[src/rtl/i2c_slave_if.sv]
// i2c_slave_if: pad-level SCL/SDA lines plus the local byte handshake of i2c_slave.
// Latency: none, this is wiring only.
// Backpressure: none here; tx_valid is the only stall input and matters only with stretching.
interface i2c_slave_if;
  logic       scl_in;
  logic       sda_in;
  logic       sda_oe;
  logic       scl_oe;
  logic [7:0] rx_data;
  logic       rx_valid;
  logic       tx_req;
  logic [7:0] tx_data;
  logic       tx_valid;
  logic       busy;

  modport slave (
    input  scl_in, sda_in, tx_data, tx_valid,
    output sda_oe, scl_oe, rx_data, rx_valid, tx_req, busy
  );

  modport master (
    output scl_in, sda_in, tx_data, tx_valid,
    input  sda_oe, scl_oe, rx_data, rx_valid, tx_req, busy
  );
endinterface

[src/rtl/i2c_slave.sv]
// i2c_slave: I2C target; oversampled START/STOP detect, 7-bit address match, byte write/read.
// Latency: pad edges act SYNC_FF+1 clk late; sda_oe/scl_oe drop on the START/STOP clk itself.
// Backpressure: none on writes; reads stall on tx_valid via SCL stretch only with I2C_SLV_STRETCH_EN.
module i2c_slave #(
  parameter logic [6:0] OWN_ADDR = 7'h50,
  parameter int         SYNC_FF  = 2
) (
  input  logic       clk,
  input  logic       reset,
  i2c_slave_if.slave bus
);

  typedef enum logic [3:0] {
    S_IDLE, S_ADDR, S_ADDR_ACK, S_WR_DATA, S_WR_ACK,
    S_RD_DATA, S_RD_ACK, S_IGNORE, S_STRETCH
  } state_t;

  logic [SYNC_FF-1:0] r_scl_sync, r_sda_sync;
  logic               r_scl_d, r_sda_d;
  logic               w_scl, w_sda, w_scl_rise, w_scl_fall, w_start, w_stop;

  state_t     r_state, w_state_nxt;
  logic [7:0] r_shift, w_shift_nxt;
  logic [2:0] r_cnt, w_cnt_nxt;
  logic       r_done, w_done_nxt;
  logic       r_rw, w_rw_nxt;
  logic       r_sda_oe, w_sda_oe_nxt;
  logic       r_scl_oe, w_scl_oe_nxt;
  logic       r_busy, w_busy_nxt;
  logic [7:0] r_rx_data, w_rx_data_nxt;
  logic       r_rx_valid, w_rx_valid_nxt;
  logic       r_tx_req, w_tx_req_nxt;
  logic       w_load;

  // Synchronize the pads; reset to the idle-high level so reset creates no false edges.
  always_ff @(posedge clk or posedge reset) begin
    if (reset) begin
      r_scl_sync <= '1;
      r_sda_sync <= '1;
      r_scl_d    <= 1'b1;
      r_sda_d    <= 1'b1;
    end else begin
      r_scl_sync <= {r_scl_sync[SYNC_FF-2:0], bus.scl_in};
      r_sda_sync <= {r_sda_sync[SYNC_FF-2:0], bus.sda_in};
      r_scl_d    <= r_scl_sync[SYNC_FF-1];
      r_sda_d    <= r_sda_sync[SYNC_FF-1];
    end
  end

  assign w_scl      = r_scl_sync[SYNC_FF-1];
  assign w_sda      = r_sda_sync[SYNC_FF-1];
  assign w_scl_rise = w_scl & ~r_scl_d;
  assign w_scl_fall = ~w_scl & r_scl_d;
  // SDA moving while SCL is high is always START/STOP; there is no glitch filter.
  assign w_start    = w_scl & r_scl_d & ~w_sda & r_sda_d;
  assign w_stop     = w_scl & r_scl_d & w_sda & ~r_sda_d;

  // State and datapath registers; everything returns to idle on reset.
  always_ff @(posedge clk or posedge reset) begin
    if (reset) begin
      r_state    <= S_IDLE;
      r_shift    <= '0;
      r_cnt      <= '0;
      r_done     <= 1'b0;
      r_rw       <= 1'b0;
      r_sda_oe   <= 1'b0;
      r_scl_oe   <= 1'b0;
      r_busy     <= 1'b0;
      r_rx_data  <= '0;
      r_rx_valid <= 1'b0;
      r_tx_req   <= 1'b0;
    end else begin
      r_state    <= w_state_nxt;
      r_shift    <= w_shift_nxt;
      r_cnt      <= w_cnt_nxt;
      r_done     <= w_done_nxt;
      r_rw       <= w_rw_nxt;
      r_sda_oe   <= w_sda_oe_nxt;
      r_scl_oe   <= w_scl_oe_nxt;
      r_busy     <= w_busy_nxt;
      r_rx_data  <= w_rx_data_nxt;
      r_rx_valid <= w_rx_valid_nxt;
      r_tx_req   <= w_tx_req_nxt;
    end
  end

  // Next-state logic: START/STOP win over every state, otherwise step on SCL edges.
  always_comb begin
    w_state_nxt    = r_state;
    w_shift_nxt    = r_shift;
    w_cnt_nxt      = r_cnt;
    w_done_nxt     = r_done;
    w_rw_nxt       = r_rw;
    w_sda_oe_nxt   = r_sda_oe;
    w_scl_oe_nxt   = 1'b0;
    w_busy_nxt     = r_busy;
    w_rx_data_nxt  = r_rx_data;
    w_rx_valid_nxt = 1'b0;
    w_tx_req_nxt   = 1'b0;
    w_load         = 1'b0;
    if (w_start || w_stop) begin
      w_state_nxt  = w_start ? S_ADDR : S_IDLE;
      w_cnt_nxt    = '0;
      w_done_nxt   = 1'b0;
      w_sda_oe_nxt = 1'b0;
      w_busy_nxt   = 1'b0;
    end else begin
      unique case (r_state)
        S_ADDR: begin
          if (w_scl_rise) begin
            w_shift_nxt = {r_shift[6:0], w_sda};
            w_cnt_nxt   = r_cnt + 3'd1;
            w_done_nxt  = (r_cnt == 3'd7);
          end else if (w_scl_fall && r_done) begin
            w_done_nxt = 1'b0;
            if (r_shift[7:1] == OWN_ADDR) begin
              w_state_nxt  = S_ADDR_ACK;
              w_sda_oe_nxt = 1'b1;
              w_busy_nxt   = 1'b1;
              w_rw_nxt     = r_shift[0];
            end else begin
              w_state_nxt = S_IGNORE;
            end
          end
        end
        S_ADDR_ACK: begin
          if (w_scl_rise && r_rw) begin
            w_tx_req_nxt = 1'b1;
          end else if (w_scl_fall) begin
            w_sda_oe_nxt = 1'b0;
            if (r_rw) w_load = 1'b1;
            else      w_state_nxt = S_WR_DATA;
          end
        end
        S_WR_DATA: begin
          if (w_scl_rise) begin
            w_shift_nxt = {r_shift[6:0], w_sda};
            w_cnt_nxt   = r_cnt + 3'd1;
            if (r_cnt == 3'd7) begin
              w_rx_data_nxt  = {r_shift[6:0], w_sda};
              w_rx_valid_nxt = 1'b1;
              w_done_nxt     = 1'b1;
            end
          end else if (w_scl_fall && r_done) begin
            w_done_nxt   = 1'b0;
            w_sda_oe_nxt = 1'b1;
            w_state_nxt  = S_WR_ACK;
          end
        end
        S_WR_ACK: begin
          if (w_scl_fall) begin
            w_sda_oe_nxt = 1'b0;
            w_state_nxt  = S_WR_DATA;
          end
        end
        S_RD_DATA: begin
          if (w_scl_fall) begin
            if (r_cnt == 3'd7) begin
              w_sda_oe_nxt = 1'b0;
              w_cnt_nxt    = '0;
              w_state_nxt  = S_RD_ACK;
            end else begin
              w_cnt_nxt    = r_cnt + 3'd1;
              w_shift_nxt  = {r_shift[6:0], 1'b0};
              w_sda_oe_nxt = ~r_shift[6];
            end
          end
        end
        S_RD_ACK: begin
          if (w_scl_rise) begin
            if (!w_sda) begin
              w_tx_req_nxt = 1'b1;
            end else begin
              w_state_nxt = S_IGNORE;
              w_busy_nxt  = 1'b0;
            end
          end else if (w_scl_fall) begin
            w_load = 1'b1;
          end
        end
`ifdef I2C_SLV_STRETCH_EN
        S_STRETCH: begin
          // scl_oe stays up on the load clk and drops one clk later, after bit7 is on SDA.
          w_scl_oe_nxt = 1'b1;
          if (bus.tx_valid) begin
            w_shift_nxt  = bus.tx_data;
            w_sda_oe_nxt = ~bus.tx_data[7];
            w_cnt_nxt    = '0;
            w_state_nxt  = S_RD_DATA;
          end
        end
`endif
        default: ;
      endcase

      if (w_load) begin
`ifdef I2C_SLV_STRETCH_EN
        if (!bus.tx_valid) begin
          w_scl_oe_nxt = 1'b1;
          w_sda_oe_nxt = 1'b0;
          w_state_nxt  = S_STRETCH;
        end else
`endif
        begin
          w_shift_nxt  = bus.tx_data;
          w_sda_oe_nxt = ~bus.tx_data[7];
          w_cnt_nxt    = '0;
          w_state_nxt  = S_RD_DATA;
        end
      end
    end
  end

  assign bus.sda_oe   = r_sda_oe & ~(w_start | w_stop);
`ifdef I2C_SLV_STRETCH_EN
  assign bus.scl_oe   = r_scl_oe & ~(w_start | w_stop);
`else
  assign bus.scl_oe   = 1'b0;
`endif
  assign bus.rx_data  = r_rx_data;
  assign bus.rx_valid = r_rx_valid;
  assign bus.tx_req   = r_tx_req;
  assign bus.busy     = r_busy;

endmodule
[src/flat_wrapper.sv]
// flat-port wrapper written by rule: the top's interface ports become plain ports
module i2c_slave_flat 
#(
  parameter logic [6:0] OWN_ADDR = 7'h50,
  parameter int         SYNC_FF  = 2
)
  (clk, reset, bus_scl_in, bus_sda_in, bus_tx_data, bus_tx_valid, bus_sda_oe, bus_scl_oe, bus_rx_data, bus_rx_valid, bus_tx_req, bus_busy);
  i2c_slave_if bus_i ();
  input  logic clk;
  input  logic reset;
  input wire logic [$bits(bus_i.scl_in)-1:0] bus_scl_in;
  input wire logic [$bits(bus_i.sda_in)-1:0] bus_sda_in;
  input wire logic [$bits(bus_i.tx_data)-1:0] bus_tx_data;
  input wire logic [$bits(bus_i.tx_valid)-1:0] bus_tx_valid;
  output wire logic [$bits(bus_i.sda_oe)-1:0] bus_sda_oe;
  output wire logic [$bits(bus_i.scl_oe)-1:0] bus_scl_oe;
  output wire logic [$bits(bus_i.rx_data)-1:0] bus_rx_data;
  output wire logic [$bits(bus_i.rx_valid)-1:0] bus_rx_valid;
  output wire logic [$bits(bus_i.tx_req)-1:0] bus_tx_req;
  output wire logic [$bits(bus_i.busy)-1:0] bus_busy;
  assign bus_i.scl_in = bus_scl_in;
  assign bus_i.sda_in = bus_sda_in;
  assign bus_i.tx_data = bus_tx_data;
  assign bus_i.tx_valid = bus_tx_valid;
  assign bus_sda_oe = bus_i.sda_oe;
  assign bus_scl_oe = bus_i.scl_oe;
  assign bus_rx_data = bus_i.rx_data;
  assign bus_rx_valid = bus_i.rx_valid;
  assign bus_tx_req = bus_i.tx_req;
  assign bus_busy = bus_i.busy;
  i2c_slave #(.OWN_ADDR(OWN_ADDR), .SYNC_FF(SYNC_FF)) u_core (.clk(clk), .reset(reset), .bus(bus_i));
endmodule
[config.mk]
export PLATFORM = sky130hd
export DESIGN_NAME = i2c_slave_flat
export DESIGN_NICKNAME = d
export VERILOG_FILES = /design/src/rtl/i2c_slave_if.sv /design/src/rtl/i2c_slave.sv /design/src/flat_wrapper.sv
export SDC_FILE = /design/constraint.sdc
export NUM_CORES = 1
export LEC_CHECK = 0
export BUFFER_PORTS_ARGS = -buffer_cell sky130_fd_sc_hd__buf_2
export CORE_AREA = 2 2 80 82
export CTS_BUF_LIST = sky130_fd_sc_hd__clkbuf_4 sky130_fd_sc_hd__clkbuf_8 sky130_fd_sc_hd__clkbuf_16
export DETAILED_ROUTE_END_ITERATION = 8
export DIE_AREA = 0 0 82 84
export GPL_ROUTABILITY_DRIVEN = 0
export PLACE_DENSITY_LB_ADDON = 0.1
export SLEW_MARGIN = 20
export SYNTH_ARGS = -nofsm -noshare
export SYNTH_HDL_FRONTEND = slang
export SYNTH_SLANG_ARGS = --single-unit
[constraint.sdc]
create_clock -name clk -period 2.5 [get_ports clk]
set_clock_uncertainty 0.1 [all_clocks]
set_input_delay 0.125 -clock clk [delete_from_list [all_inputs] [get_ports clk]]
set_output_delay 0.125 -clock clk [all_outputs]
set_load 0.05 [all_outputs]
==> flow_summary.ini <==
[clocking]
cts_tree = yes
clk_pin_slew_ns = 0.07
numCtsBuffers = 5
clk_latency_ns = 0.28
clk_path_buf_depth = 2
root_buffer = clkbuf_8
clock-sinks = 34
cts_resized = 0
htree_levels = 2

[drt]
dr.first_iter.drc_count = 71
ant_nets = 0
dr.pass1.iters = 4
routedWlPerCell_um = 14.2
postRouteWirelength_um = 4190
drc_errors = 0
num_vias = 1430
avgViaCountPerCell = 4.85

[timing]
setup_viol = 0
fmax_mhz = 483
fin_hold_ws_ns = 0.0208
worst_pin_slew_ns = 0.539
fin_crit_ns = 2.07
postLayoutSetupSlackWorst_ns = 0.431
relSlewSlack_pct = 63.9
post-route-period-util_pct = 82.8
rsz0062_at_grt = no
finalHoldViolCount = 0
setup_tns_ns = 0
slew_viol_final = 0

[placed_design]
place_area_um2 = 1990
pre_cts_ws_ns = 0.470
io_buffers = 23
dpl.cell_count = 277
post-dp-hpwl_um = 2930

[grt]
grt_max_degree = 35
grt_usage_pct = 13.8
overflow = 0
grt_pass1_wl_um = 7310
grt_pass1_vias = 1517
antenna_found_initial = 0

[critical_path]
arrival_ns = 1.84
reg2regPathDepth = 5
crit_end = bus_sda_oe
crit_fanout = 8
r2r-end = u_core.r_state[0]$_DFFE_PP0P_
worst_ep_required_time_ns = 2.28
start_kind = register
r2r_setup_slack_ns = 0.47
cp-startpoint = u_core.r_scl_sync[1]$_DFF_PP1_
crit-reg2reg-launch = u_core.r_scl_sync[1]$_DFF_PP1_
worstSetupPathType = register to primary output
worst_setup_path_end_kind = primary output

[die]
pin_count = 26
design.die.area_um2 = 6890
dieWidth_um = 82
initial_core_util_pct = 29.1
fp.dieH_um = 84
core_area_um2 = 6100
rows = 29

[layout]
utilization_pct = 35.8
design_area_um2 = 2180
final_cell_count_no_fill = 295
final_cell_mix = dfrtp_1, buf_2, nand2_1, nor2_1, a21oi_1
mostFrequentLayoutCell = dfrtp_1
num_antenna_cells = 0
nNetsFinal = 232
drive_above_1_share_pct = 28.4
syn_to_final_growth_pct = 22.8

[synthesis]
netlist_area_um2 = 1780
synth_edf_count = 0
synth-simple-area-share_pct = 18.9
synthAdderAreaFrac_pct = 1.41
synth_flop_cell = dfrtp_1
synth.distinct_cells = 46
synth_top_family_by_area = simple AND/OR/NAND/NOR gates
ys_async_sr_fraction_pct = 100
synth_xor_area_share_pct = 0
synth.avg_cell_area_um2 = 9.98
synth_cells = 178
synth_fp_nets = 193
ys_ff_latch = 34
synth_mux_area_share_pct = 9.79
ys_warn_count = 0
synth_compound_area_share_pct = 17.0
ys_seq_area_share_pct = 48.3

[worst_hold_path]
hp-class = input pin to register

[power]
seqPwrFrac_pct = 37.4
p_leak_nw = 1.02
powerDensity_nw_per_um2 = 1050
p_switching_uw = 962
peakVddDrop_uv = 356
totalPowerFinal_mw = 2.29
power.share.clock_pct = 17.9
internal-power_mw = 1.33
switching_share_pct = 42.0
p_comb_share_pct = 44.7

[status]
status = finished clean

[run]
max_cap_violations = 0
==> critical path, cell delays in order (launching register included) <==
cell and delay, ns:
dfstp_2 0.61, nand2_1 0.12, a21oi_1 0.34, buf_4 0.23
nor2b_1 0.05, buf_2 0.20
==> what timing repair did <==
item                      in CTS  in global routing
hold endpoints to repair      37                  0
setup buffers                  0                  0
hold buffers                  10                  0
==> power by group through the flow <==
stage               clock network (mW)  logic (mW)  registers [mW]
detailed placement                   0        1.02           0.863
floorplan                            0       0.717           0.913
global placement                     0       0.996           0.851
global route                     0.455        1.16           0.882
finish                           0.409        1.02           0.856
CTS                              0.428        1.04           0.853
==> how the worst min path moves through the flow <==
stage | startpoint | end | slack (ns) | depth (start not counted)
4_1_cts | bus_tx_data[7] | u_core.r_sda_oe$_DFFE_PP0P_ | 0.01 | 3
3_3_place_gp | bus_scl_in | u_core.r_scl_sync[0]$_DFF_PP1_ | 0.13 | 1
5_1_grt | bus_tx_data[7] | u_core.r_sda_oe$_DFFE_PP0P_ | 0.04 | 3
3_5_place_dp | bus_scl_in | u_core.r_scl_sync[0]$_DFF_PP1_ | 0.13 | 1
2_1_floorplan | bus_scl_in | u_core.r_scl_sync[0]$_DFF_PP1_ | 0.03 | 0
6_report | bus_tx_data[7] | u_core.r_sda_oe$_DFFE_PP0P_ | 0.02 | 3
==> final cells by class <==
cell class | count | area (µm²)
fill | 653 | 3910
sequential | 34 | 858
multi-input combinational | 129 | 840
timing repair buffer | 41 | 275
tap | 77 | 96.3
clock buffer | 6 | 76.3
inverter | 6 | 22.5
clock inverter | 2 | 13.8
==> cell families (layout without fill, tap and decap cells) <==
| kind of cell | Yosys count | count (layout) |
|---|---|---|
| AO/OA/AOI/OAI | 44 | 44 |
| adder cells (fa/ha/maj) | 2 | 2 |
| buffers and inverters | 15 | 55 |
| flip-flops | 34 | 34 |
| multiplexers | 16 | 16 |
| other | 1 | 1 |
| AND/OR/NAND/NOR | 66 | 66 |
==> synthesized netlist by cell type, types with 4 or more instances <==
library cell / number / area [µm²]
a21oi_1: 14 / 70.1
a31oi_1: 7 / 43.8
buf_2: 6 / 30.0
dfrtp_1: 28 / 701
dfstp_2: 6 / 158
inv_1: 6 / 22.5
mux2_2: 9 / 101
mux2i_1: 5 / 50.1
nand2_1: 22 / 82.6
nand2b_1: 6 / 37.5
nand3_1: 4 / 20.0
nor2_1: 17 / 63.8
o21ai_0: 4 / 20.0
==> metal layers <==
layer  routed length (µm)  share of wire, %  global-route usage, %  vias to the layer above
met1                 2030                48                   19.4                      698
met5                    0                 0                      0                        -
met4                   34              0.81                   4.39                        0
met2                 2000                48                   21.4                       26
li1                     -                 -                      -                      702
met3                  125               3.0                   2.60                        4
==> sequential cells by signal, indices dropped and copies added (netlist names) <==
signal	cells
u_core.r_state	3
u_core.r_scl_d	1
u_core.r_scl_sync	2
u_core.bus.busy	1
u_core.r_sda_oe	1
u_core.r_shift	8
u_core.bus.rx_valid	1
u_core.r_sda_d	1
u_core.r_done	1
u_core.bus.rx_data	8
u_core.bus.tx_req	1
u_core.r_sda_sync	2
u_core.r_cnt	3
u_core.r_rw	1
Power figures use the tool's default switching activity.
